===== src/rtl/dotp_pkg.sv =====
// Shared types and derived constants for the dot-product run sequencer.
package dotp_pkg;

    typedef enum logic [2:0] {
        ST_IDLE    = 3'd0,
        ST_CLEAR   = 3'd1,
        ST_LOAD    = 3'd2,
        ST_COMPUTE = 3'd3,
        ST_DONE    = 3'd4
    } dotp_seq_state_t;

    localparam int unsigned DEF_DATA_BITS   = 4;
    localparam int unsigned DEF_PIPE_STAGES = 4;
    localparam int unsigned Nums_Data       = 1 << DEF_DATA_BITS;
    localparam int unsigned Compute_Cycles  = Nums_Data + DEF_PIPE_STAGES;

    // One extra bit over log2(vector length) reaches 2*Nums_Data-1.
    function automatic int unsigned phase_count_width(input int unsigned data_bits);
        return data_bits + 1;
    endfunction

endpackage


===== src/rtl/seq_phase_counter.sv =====
// In-phase cycle counter: clears, counts when enabled, flags the limit value.
module seq_phase_counter #(
    parameter int unsigned W = 5
) (
    input  logic         clk,
    input  logic         rst_n,
    input  logic         clear,
    input  logic         en,
    input  logic [W-1:0] limit,
    output logic [W-1:0] count,
    output logic         terminal
);

    logic [W-1:0] count_q;
    logic [W-1:0] count_d;

    // Next count: clear has priority over enable.
    always_comb begin
        count_d = count_q;
        if (clear) begin
            count_d = '0;
        end else if (en) begin
            count_d = count_q + W'(1);
        end else begin
            count_d = count_q;
        end
    end

    // Count register.
    always_ff @(posedge clk or negedge rst_n) begin
        if (!rst_n) begin
            count_q <= '0;
        end else begin
            count_q <= count_d;
        end
    end

    assign count    = count_q;
    assign terminal = en && (count_q == limit);

endmodule


===== src/rtl/dotp_sequencer.sv =====
// Run controller: CLEAR -> LOAD -> COMPUTE -> DONE on each start pulse.
// Optional run counter enabled by defining DOTP_SEQ_RUN_COUNT_EN.
module dotp_sequencer
    import dotp_pkg::*;
#(
    parameter int unsigned Nums_Data_in_bits    = 4,
    parameter int unsigned Nums_Pipeline_Stages = 4,
    parameter int unsigned Compute_Cycles       = (1 << Nums_Data_in_bits) + Nums_Pipeline_Stages
) (
    input  logic                       clk,
    input  logic                       rst_n,
    input  logic                       start,
    input  logic                       abort,
    output logic                       Mem_reset,
    output logic                       Comp_reset,
    output logic                       Mem_Index_reset,
    output logic                       load_from_file,
    output logic                       Computing,
    output logic                       busy,
    output logic                       done,
    output logic                       aborted,
    output logic [2:0]                 state,
    output logic [Nums_Data_in_bits:0] phase_count
`ifdef DOTP_SEQ_RUN_COUNT_EN
    ,
    output logic [15:0]                run_count
`endif
);

    localparam int unsigned    PCW       = phase_count_width(Nums_Data_in_bits);
    localparam int unsigned    LOAD_LEN  = 1 << Nums_Data_in_bits;
    localparam logic [PCW-1:0] LOAD_LAST = PCW'(LOAD_LEN - 1);
    localparam logic [PCW-1:0] COMP_LAST = PCW'(Compute_Cycles - 1);

    dotp_seq_state_t state_q;
    dotp_seq_state_t state_d;
    logic            aborted_q;
    logic            aborted_d;
    logic            cnt_clear_s;
    logic            cnt_en_s;
    logic [PCW-1:0]  cnt_limit_s;
    logic [PCW-1:0]  cnt_value_s;
    logic            cnt_terminal_s;

    seq_phase_counter #(
        .W (PCW)
    ) u_phase_counter (
        .clk      (clk),
        .rst_n    (rst_n),
        .clear    (cnt_clear_s),
        .en       (cnt_en_s),
        .limit    (cnt_limit_s),
        .count    (cnt_value_s),
        .terminal (cnt_terminal_s)
    );

    // Next-state logic; abort is honoured in every active state except DONE.
    always_comb begin
        state_d     = state_q;
        aborted_d   = 1'b0;
        cnt_en_s    = 1'b0;
        cnt_limit_s = LOAD_LAST;
        case (state_q)
            ST_IDLE: begin
                if (start && !abort) begin
                    state_d = ST_CLEAR;
                end else begin
                    state_d = ST_IDLE;
                end
            end
            ST_CLEAR: begin
                if (abort) begin
                    state_d   = ST_IDLE;
                    aborted_d = 1'b1;
                end else begin
                    state_d = ST_LOAD;
                end
            end
            ST_LOAD: begin
                cnt_en_s = 1'b1;
                if (abort) begin
                    state_d   = ST_IDLE;
                    aborted_d = 1'b1;
                end else if (cnt_terminal_s) begin
                    state_d = ST_COMPUTE;
                end else begin
                    state_d = ST_LOAD;
                end
            end
            ST_COMPUTE: begin
                cnt_en_s    = 1'b1;
                cnt_limit_s = COMP_LAST;
                if (abort) begin
                    state_d   = ST_IDLE;
                    aborted_d = 1'b1;
                end else if (cnt_terminal_s) begin
                    state_d = ST_DONE;
                end else begin
                    state_d = ST_COMPUTE;
                end
            end
            ST_DONE: begin
                state_d = ST_IDLE;
            end
            default: begin
                state_d = ST_IDLE;
            end
        endcase
        cnt_clear_s = (state_d != state_q) || !cnt_en_s;
    end

    // State and abort-pulse registers.
    always_ff @(posedge clk or negedge rst_n) begin
        if (!rst_n) begin
            state_q   <= ST_IDLE;
            aborted_q <= 1'b0;
        end else begin
            state_q   <= state_d;
            aborted_q <= aborted_d;
        end
    end

    assign Mem_reset       = (state_q == ST_CLEAR);
    assign Comp_reset      = (state_q == ST_CLEAR);
    assign Mem_Index_reset = (state_q == ST_CLEAR);
    assign load_from_file  = (state_q == ST_LOAD);
    assign Computing       = (state_q == ST_COMPUTE);
    assign busy            = (state_q != ST_IDLE);
    assign done            = (state_q == ST_DONE);
    assign aborted         = aborted_q;
    assign state           = state_q;
    assign phase_count     = cnt_value_s;

`ifdef DOTP_SEQ_RUN_COUNT_EN
    logic [15:0] run_count_q;
    logic [15:0] run_count_d;

    // Saturating count of completed runs.
    always_comb begin
        run_count_d = run_count_q;
        if ((state_q == ST_DONE) && (run_count_q != 16'hFFFF)) begin
            run_count_d = run_count_q + 16'd1;
        end else begin
            run_count_d = run_count_q;
        end
    end

    // Run counter register.
    always_ff @(posedge clk or negedge rst_n) begin
        if (!rst_n) begin
            run_count_q <= 16'd0;
        end else begin
            run_count_q <= run_count_d;
        end
    end

    assign run_count = run_count_q;
`endif

endmodule

===== config.mk =====
export PLATFORM = sky130hd
export DESIGN_NAME = dotp_sequencer
export DESIGN_NICKNAME = d
export VERILOG_FILES = /design/src/rtl/dotp_pkg.sv /design/src/rtl/seq_phase_counter.sv /design/src/rtl/dotp_sequencer.sv
export SDC_FILE = /design/constraint.sdc
export NUM_CORES = 1
export LEC_CHECK = 0
export ABC_AREA = 0
export ABC_CLOCK_PERIOD_IN_PS = 1570
export CORE_UTILIZATION = 36
export CTS_CLUSTER_SIZE = 8
export DETAILED_ROUTE_END_ITERATION = 10
export GPL_TIMING_DRIVEN = 0
export PLACE_DENSITY_LB_ADDON = 0.2
export SETUP_SLACK_MARGIN = 0.5
export SLEW_MARGIN = 40
export SYNTH_ARGS = -nofsm -noshare
export SYNTH_HDL_FRONTEND = slang
export SYNTH_SLANG_ARGS = --single-unit

===== constraint.sdc =====
create_clock -name clk -period 1.57 [get_ports clk]
set_clock_uncertainty 0.1 [all_clocks]
set_input_delay 0.157 -clock clk [delete_from_list [all_inputs] [get_ports clk]]
set_output_delay 0.157 -clock clk [all_outputs]
set_load 0.05 [all_outputs]

---- Yosys cells after proc, flatten, opt, wreduce, memory -nomap -nowiden ----
Cells that the tools add are included.
Widths: inputs -> output; s select.
storage, ports and cells
  flip-flop bits (word level) ............. 9
  input port bits ......................... 4
  logic and storage cells ................. 33
  output and inout bits ................... 16
operators by class
  $add $sub $neg .......................... 1
  reductions and logical operators ........ 10
  muxes and demuxes ....................... 13
  equality and inequality tests ........... 6
operators by type and width
  operator             count
  $mux 5               3
  $pmux 3 s4           1
  $eq 3x2->1 const B   2
  $mux 3               2
  $add 5x1->5 const B  1
  $eq 5x5->1           1
  $mux 1               5
  $mux 2               2
  $eq 3x1->1 const B   1
  $eq 3x3->1 const B   1
  $logic_not 3->1      1
  $ne 3x3->1           1
  $reduce_bool 3->1    1
  $reduce_or 3->1      1
  $logic_and 1x1->1    2
  $logic_not 1->1      2
  $reduce_bool 2->1    1
  $reduce_or 2->1      1
  $logic_or 1x1->1     1

---- Logic depth before layout (Yosys ltp) ----
Gate-level depths: netlist of the first run.
  depth in word-level cells ............... 10
  depth in mapped cells ................... 4
  depth with buffers taken out ............ 4

---- Modules after synthesis ----
Synthesis of the first run repeated with hierarchy kept, for this count alone.
second synthesis, totals
  cells, all modules ...................... 52
  area, all modules ....................... 506.7 µm²
by module, submodules not included
  module             cells an instance  instances  seq. area each (µm²)  area each (µm²)
  seq_phase_counter  26                 1          125.1                 274.0
  dotp_sequencer     26                 1          100.1                 232.7

---- Least setup slack after synthesis of the first run ----
Ideal clock, no wire load.
  kind .................................... reg2out
  start ................................... register state_q[0], in the netlist state[0]
  end ..................................... output port Mem_Index_reset
  cell stages (with the launch flop) ...... 4
  required time ........................... 1.313 ns
  slack ................................... -1.188 ns
  path buffers ............................ 2
  data arrival time ....................... 2.501 ns
  path through ............................ dfrtp_1 buf_4 nor3b_1 buf_4
between the ends
  cells in the longest elaborated chain, start to end .. 1
ends and longest elaborated chain
  item                    RTL line               text
  from (decl)             dotp_sequencer.sv:35   dotp_seq_state_t state_q;
  from (signal assigned)  dotp_sequencer.sv:118  state_q <= state_d;
  $eq 3x1->1              n/a
  to (decl)               dotp_sequencer.sv:16   output logic Mem_Index_reset,
Every way passes these cells.

---- Worst setup path in the final report of the first run ----
  start ................................... register u_phase_counter.count_q[3], in the netlist u_phase_counter.count[3]
  end ..................................... register u_phase_counter.count_q[3], in the netlist u_phase_counter.count[3]
between the ends
  cells in the longest elaborated chain, start to end .. 8
  elaborated cells on any way between the ends .. 13
  classes of those cells .................. add/sub: 1; eq/ne: 2; mux: 7; reduce/logical: 3
ends and longest elaborated chain
  item                                         RTL line                                    text
  from (decl)                                  seq_phase_counter.sv:14                     logic [W-1:0] count_q;
  from (signal assigned)                       seq_phase_counter.sv:34                     count_q <= count_d;
  $eq 5x5->1                                   seq_phase_counter.sv:39                     assign terminal = en && (count_q == limit);
  $logic_and 1x1->1                            seq_phase_counter.sv:39
  $mux 3 or $mux 1 (tied branches)             dotp_sequencer.sv:96, dotp_sequencer.sv:84
  $mux 3 or $mux 2 (tied branches)             dotp_sequencer.sv:93, dotp_sequencer.sv:81
  $pmux 3 s4                                   dotp_sequencer.sv:63                        case (state_q)
  $ne 3x3->1                                   dotp_sequencer.sv:109                       cnt_clear_s = (state_d != state_q) || !cnt_en_s;
  $logic_or 1x1->1                             dotp_sequencer.sv:109
  $mux 5 or $reduce_bool 2->1 (tied branches)  n/a
Several ways; a longest one is shown, not always the timed one. The select of a mux whose other input is x is not followed.
A chain may end at the register's enable or synchronous reset.

==> results of run 1 <==
[metrics by stage]
step / setup TNS (ps) / instances / power, mW / util [%] / area [um^2]
after floorplan: -1630 / 49 / 0.407 / - / 602
after global placement: -4340 / 83 / 0.471 / 62.3 / 811
after global routing: -1240 / 114 / 0.778 / 94.3 / 1230
final: -968 / 114 / 0.756 / 94.3 / 1230
after detailed placement: -4450 / 83 / 0.473 / 62.3 / 811
after CTS: -108 / 102 / 0.689 / 82.1 / 1070
[power by group]
part	total, mW	internal (mW)	switching, mW
Clock	0.193	0.0986	0.0947
Combinational	0.305	0.143	0.163
Sequential	0.258	0.243	0.0145
[flip-flops by register name, summed over array words and instances, names as in the netlist]
| signal | flops |
|---|---|
| u_phase_counter.count | 5 |
| aborted | 1 |
| state | 3 |
[path summary, 6_finish.rpt]
path	start	end	slack, ps	depth (start not counted)
max	u_phase_counter.count[3]$_DFFE_PN0P_	u_phase_counter.count[3]$_DFFE_PN0P_	-120	4
min	rst_n	state[0]$_DFF_PN0_	80	1
max reg2reg	u_phase_counter.count[3]$_DFFE_PN0P_	u_phase_counter.count[3]$_DFFE_PN0P_	-120	4
min reg2reg	u_phase_counter.count[0]$_DFFE_PN0P_	u_phase_counter.count[0]$_DFFE_PN0P_	450	1
max in group asynchronous	rst_n	u_phase_counter.count[1]$_DFFE_PN0P_	960	1
min in group clk	start	state[0]$_DFF_PN0_	380	3
[area by class of cell]
| class | count | area [um^2] | area share, % |
|---|---|---|---|
| flip-flops and latches | 9 | 235 | 19.2 |
| multi-input cells | 36 | 362 | 29.5 |
| clock buffers | 4 | 26.3 | 2.14 |
| repair buffers | 46 | 523 | 42.6 |
| well taps | 15 | 18.8 | 1.53 |
| plain buffers | 4 | 62.6 | 5.10 |
[logic make-up after synthesis]
group                    Yosys count
adder cells (fa/ha/maj)            1
flip-flops                         9
buffers and inverters              4
AND/OR/NAND/NOR                   28
AO/OA/AOI/OAI                      4
XOR/XNOR                           3
[placed cells by master (no fill, tap or decap), types with 2 or more instances in the layout]
cell	count
buf_4	13
buf_6	18
buf_8	14
clkbuf_4	3
clkdlybuf4s50_1	3
dfrtp_2	8
nand2b_4	2
nand3_1	4
nor2_1	4
nor2_4	3
nor3b_4	2
xor2_1	2
[metal layers]
layer	global-route usage [%]	wire [um]	vias to the layer above
li1	-	-	271
met1	23.0	836	298
met2	45.8	1280	40
met3	7.39	153	15
met4	18.1	150	0
met5	0	0	-
[repair_timing]
action	4_1_cts	5_1_grt
pin swaps	7	6
endpoints found under the setup margin	24	25
setup buffers	15	12
gates resized for setup	134	19
cloned	0	0
[critical path, stage by stage (launching register included)]
cell,delay (ps)
dfrtp_2,420
or3b_4,410
a222oi_1,360
buf_4,220
nor2_1,60
==> parameters.txt, run 1 <==
Parameter                              Value

Floorplan
  Starting density of the core    38.7%
  Die width    39.4 um
  Std-Cell Core Area    0.00130 mm^2
  Total die area    0.00155 mm^2
  IO Count    20
  Placement row count    13
  Overall die height    39.4 um

Finish
  Number of fill cells in the layout    38
  Layout cells sized above 1    78.8%
  Total inserted antenna cells    0
  Post-synthesis to final-layout area growth    144%
  Number of nets in the layout    105

Synth
  Area share of the leading cell type in the synthesized netlist    44.8%
  Number of synthesized flops with an enable pin    0
  Top FF cell, synth    dfrtp_1
  Mean Syn Cell Area    10.3 um^2
  Largest family of logic cells by synthesized area    simple AND/OR/NAND/NOR gates
  Yosys warnings    0
  Total nets after synthesis    54
  Area fraction in and, or, nand and nor cells after synthesis    34.8%
  XOR/XNOR share of the synthesized area    5.22%
  Mux share of post-synthesis cell area    0%
  Commonest cells post-synth    dfrtp_1 (9), nor2_1 (8), nand3_1 (4)
  Yosys top cell by area    dfrtp_1
  Ys async rst share    100%
  Total standard cell area after synthesis    503 um^2
  Adder and majority gate portion of the synthesized area    2.49%
  Share of the yosys chip area belonging to registers    44.8%
  Main area contributors after synthesis    dfrtp_1 (45%), nor2_1 (6.0%), buf_4 (4.5%)
  Synthesized-area fraction occupied by ao, oa, aoi and oai cells    5.47%
  Number of distinct library cells after synthesis    24
  Most frequent cell after synthesis    dfrtp_1
  Instance count of the mapped netlist    49
  Flip-flop and latch count after synthesis    9

Clock tree
  Max H-tree Level    1
  Maximum count of clock buffers along a single path    2
  Hold-fix buffers, CTS    0
  Clock root buffer master    clkbuf_4
  Clock tree from TritonCTS    yes
  Clock sink total    9
  Number of clock buffers inserted by TritonCTS    3
  Clock slew seen by the registers of the worst setup and hold paths    70 ps
  Insertion delay to the later sink of the worst-skew pair    280 ps

Critical path
  Startpoint-to-endpoint class of the critical path    reg -> reg
  Signal arrival time at the worst endpoint    1740 ps
  Data required, critical path    1620 ps
  CP Launch Type    flop
  Largest driver fanout on the critical path    5
  Setup crit end kind    flop

Routing
  DRC marker count from the first detailed-route iteration    10
  Detailed-route vias per instance    5.47
  Total via count after detailed routing    624
  DR DRC count    0
  Wire length reported by the detailed router    2.42 mm
  Final routed wire length divided by cell count    21.2 um
  Number of nets with antenna violations after detailed routing    0
  Detailed Routing Iterations Pass 1    4

STA
  Max-Slew Margin vs Limit    71.7%
  Fin crit share    108%
  # setup viols final    10
  Slew at the pin with the worst max-slew slack    423 ps
  Final hold violation count    0
  RSZ-0062 raised after global routing    yes
  Worst setup margin    -123 ps
  Time the final worst path needs with I/O delays and setup    1690 ps
  Worst hold margin    80.8 ps
  Final slew viol count    0
  Fmax achieved    591 MHz

Power
  Cell area power density    616 mW/mm^2
  Leak    0.544 nW
  Maximum vdd ir drop    0.725 mV

Placed design
  Weighted congestion reported at the end of routability-driven placement    0.749
  Worst slack, placed    -476 ps
  Number of buffers added on ports    19
  DP Wirelength    802 um

Flow run
  Number of maximum-capacitance violations    0

GRT
  Initial antenna violation count    0
  Total routing usage reported by global routing    25.1%
  Via count of the first global-routing pass    522
  Total overflow reported by the global router    0
  Largest net degree at the start of global routing    10
  Wire length of the first global-routing pass    2.40 mm

Hold path
  Class of the tightest hold or removal check    in -> async

Outcome
  Violations in the final reports    negative setup slack
  Result of the run    complete, but fails checks
(Power assumes the default switching activity.)
==> inputs of run 2 (changes only) <==
--- a/config.mk
+++ b/config.mk
@@ -7,6 +7,8 @@
 export LEC_CHECK = 0
 export ABC_AREA = 0
 export ABC_CLOCK_PERIOD_IN_PS = 1570
+export CAP_MARGIN = 20
+export CORE_MARGIN = 2
 export CORE_UTILIZATION = 36
 export CTS_CLUSTER_SIZE = 8
 export DETAILED_ROUTE_END_ITERATION = 10
==> run 2 against run 1 <==
First-iteration DRC count rose to 2.5 times the previous value. Critical endpoint is now u_phase_counter.count[1]$_DFFE_PN0P_. Power down 1.4%. Combinational power down 2%. Hold slack better by 3.2 ps. The flow still finishes with violations (negative setup slack).
==> parameters.txt, run 2 (synthesis gave the netlist of run 1 again) <==
Parameter                              Value

Outcome
  Violations in the final reports    negative setup slack
  Result of the run    complete, but fails checks

Power
  Maximum vdd ir drop    0.654 mV
  Power share of the clock group    25.4%
  Sw Share    35.7%
  Internal Pwr Total    0.479 mW
  Cell area power density    621 mW/mm^2
  Power dissipated by switching net loads    0.266 mW
  Logic pwr share    39.9%
  Leak    0.530 nW
  Sequential power share    34.7%

Routing
  Detailed Routing Iterations Pass 1    4
  Final routed wire length divided by cell count    18.3 um
  Wire length reported by the detailed router    2.07 mm
  Detailed-route vias per instance    5.40
  Total via count after detailed routing    610
  DRC marker count from the first detailed-route iteration    25
  DR DRC count    0
  Number of nets with antenna violations after detailed routing    0

Critical path
  Signal arrival time at the worst endpoint    1770 ps
  Register-to-register setup slack    -140 ps
  Maximum single-stage delay on the critical path    410 ps
  Buffers and inverters on the worst path    1
  Largest driver fanout on the critical path    5
  Cell-by-cell listing of the critical path    or3b_4, a222oi_1, buf_4, nor2b_1
  R2r worst-path depth    4
  Source of the critical timing path    u_phase_counter.count[3]$_DFFE_PN0P_
  Logic depth of the worst path, buffers included    4
  CP Launch Type    flop
  Worst setup path end    u_phase_counter.count[1]$_DFFE_PN0P_
  Startpoint of the worst-slack reg-to-reg timing path    u_phase_counter.count[3]$_DFFE_PN0P_
  Data required, critical path    1640 ps
  Worst path top cell family by delay    simple AND/OR/NAND/NOR gates
  Startpoint-to-endpoint class of the critical path    reg -> reg
  Setup crit end kind    flop
  Slowest CP cell    dfrtp_2
  Capture instance of the worst register-to-register path    u_phase_counter.count[1]$_DFFE_PN0P_

Placed design
  Worst slack, placed    -509 ps
  Number of buffers added on ports    19
  Weighted congestion reported at the end of routability-driven placement    0.693
  DP Wirelength    830 um
  Area post-placement    811 um^2
  Placed instance count    83

STA
  Fin crit share    109%
  Time the final worst path needs with I/O delays and setup    1710 ps
  Final slew viol count    0
  Fmax achieved    585 MHz
  Slew at the pin with the worst max-slew slack    426 ps
  RSZ-0062 raised after global routing    yes
  Worst setup margin    -139 ps
  # setup viols final    12
  Final hold violation count    0
  Max-Slew Margin vs Limit    71.5%

GRT
  Most used routing layer in global routing    met2
  Met1 global-route usage    22.9%
  Via count of the first global-routing pass    477
  GR met2 Demand/Resource    36.3%
  Largest net degree at the start of global routing    11
  Wire length of the first global-routing pass    2.17 mm
  Total routing usage reported by global routing    20.7%
  Initial antenna violation count    0
  Total overflow reported by the global router    0
  Grt met3 use    4.26%

Clock tree
  Max H-tree Level    1
  Clock root buffer master    clkbuf_4
  Clock slew seen by the registers of the worst setup and hold paths    70 ps
  Clock tree from TritonCTS    yes
  Clock sink total    9
  Hold-fix buffers, CTS    0
  Number of clock buffers inserted by TritonCTS    3
  Insertion delay to the later sink of the worst-skew pair    270 ps
  Maximum count of clock buffers along a single path    2

Finish
  Layout cells sized above 1    79.6%
  Total inserted antenna cells    0
  Post-layout util    92.2%
  Post-synthesis to final-layout area growth    139%
  Number of nets in the layout    104
  Largest register FFs    5
  Post-Layout Inst Area    0.00120 mm^2
  Final cell count without fillers    113
  Top library cells by usage in the layout, fill and taps aside    buf_4 (16), buf_8 (13), buf_6 (13)
  Most frequent standard cell in the layout excluding fill and tap cells    buf_4
  Number of fill cells in the layout    43

Hold path
  Class of the tightest hold or removal check    in -> async

Floorplan
  Placement row count    13
  Std-Cell Core Area    0.00130 mm^2
  IO Count    20
  Die width    41.4 um
  Total die area    0.00171 mm^2
  Overall die height    41.4 um
  Starting density of the core    38.7%

Flow run
  Number of maximum-capacitance violations    0
## run 2: worst min path at each step
stage,end,slack (ps),depth (start not counted)
6_report,aborted$_DFF_PN0_,80,1
5_1_grt,aborted$_DFF_PN0_,120,1
4_1_cts,aborted$_DFF_PN0_,80,1
3_5_place_dp,aborted$_DFF_PN0_,370,1
3_3_place_gp,aborted$_DFF_PN0_,380,1
2_1_floorplan,aborted$_DFF_PN0_,-240,0
## run 2: through the flow
step / total power, mW / hold slack (ps) / setup TNS [ps]
3_5_place_dp: 0.474 / 375 / -4720
4_1_cts: 0.703 / 83.5 / -274
2_1_floorplan: 0.407 / -239 / -1630
3_3_place_gp: 0.471 / 378 / -4280
6_report: 0.746 / 84.0 / -1130
5_1_grt: 0.772 / 116 / -1340
## run 2: power groups by stage
stage / Combinational (mW) / Clock (mW) / Sequential, mW
floorplan: 0.110 / 0 / 0.297
global placement: 0.208 / 0 / 0.263
detailed placement: 0.211 / 0 / 0.263
CTS: 0.258 / 0.188 / 0.256
global route: 0.308 / 0.205 / 0.260
finish: 0.298 / 0.190 / 0.258
## run 2: cell type report
class | instances | area [um^2] | share of cell area, %
plain buffers | 4 | 62.6 | 5.21
clock buffers | 3 | 22.5 | 1.88
clock inverters | 1 | 5.00 | 0.417
multi-input cells | 36 | 357 | 29.7
flip-flops and latches | 9 | 235 | 19.6
well taps | 15 | 18.8 | 1.56
repair buffers | 45 | 499 | 41.6
## run 2: per-layer routing
layer / share of wire (%) / wire length [um] / up-vias
met3: 6.3 / 131 / 10
li1: - / - / 270
met2: 55 / 1130 / 38
met1: 36 / 739 / 292
met5: 0 / 0 / -
met4: 3.0 / 61 / 0
## run 2: worst reg2reg max path: cells and delay by family, from the launching register on
kind | cells | cell delay [ps]
and+or+nand+nor | 2 | 470
buffers and inverters | 1 | 230
DFF | 1 | 410
AOI/OAI and AO/OA | 1 | 400
## run 2: timing repair
action / in CTS / in global routing
hold endpoints to repair: 0 / 0
endpoints found under the setup margin: 24 / 25
buffers inserted: 14 / 12
gates resized for setup: 125 / 19
pin swaps: 7 / 6
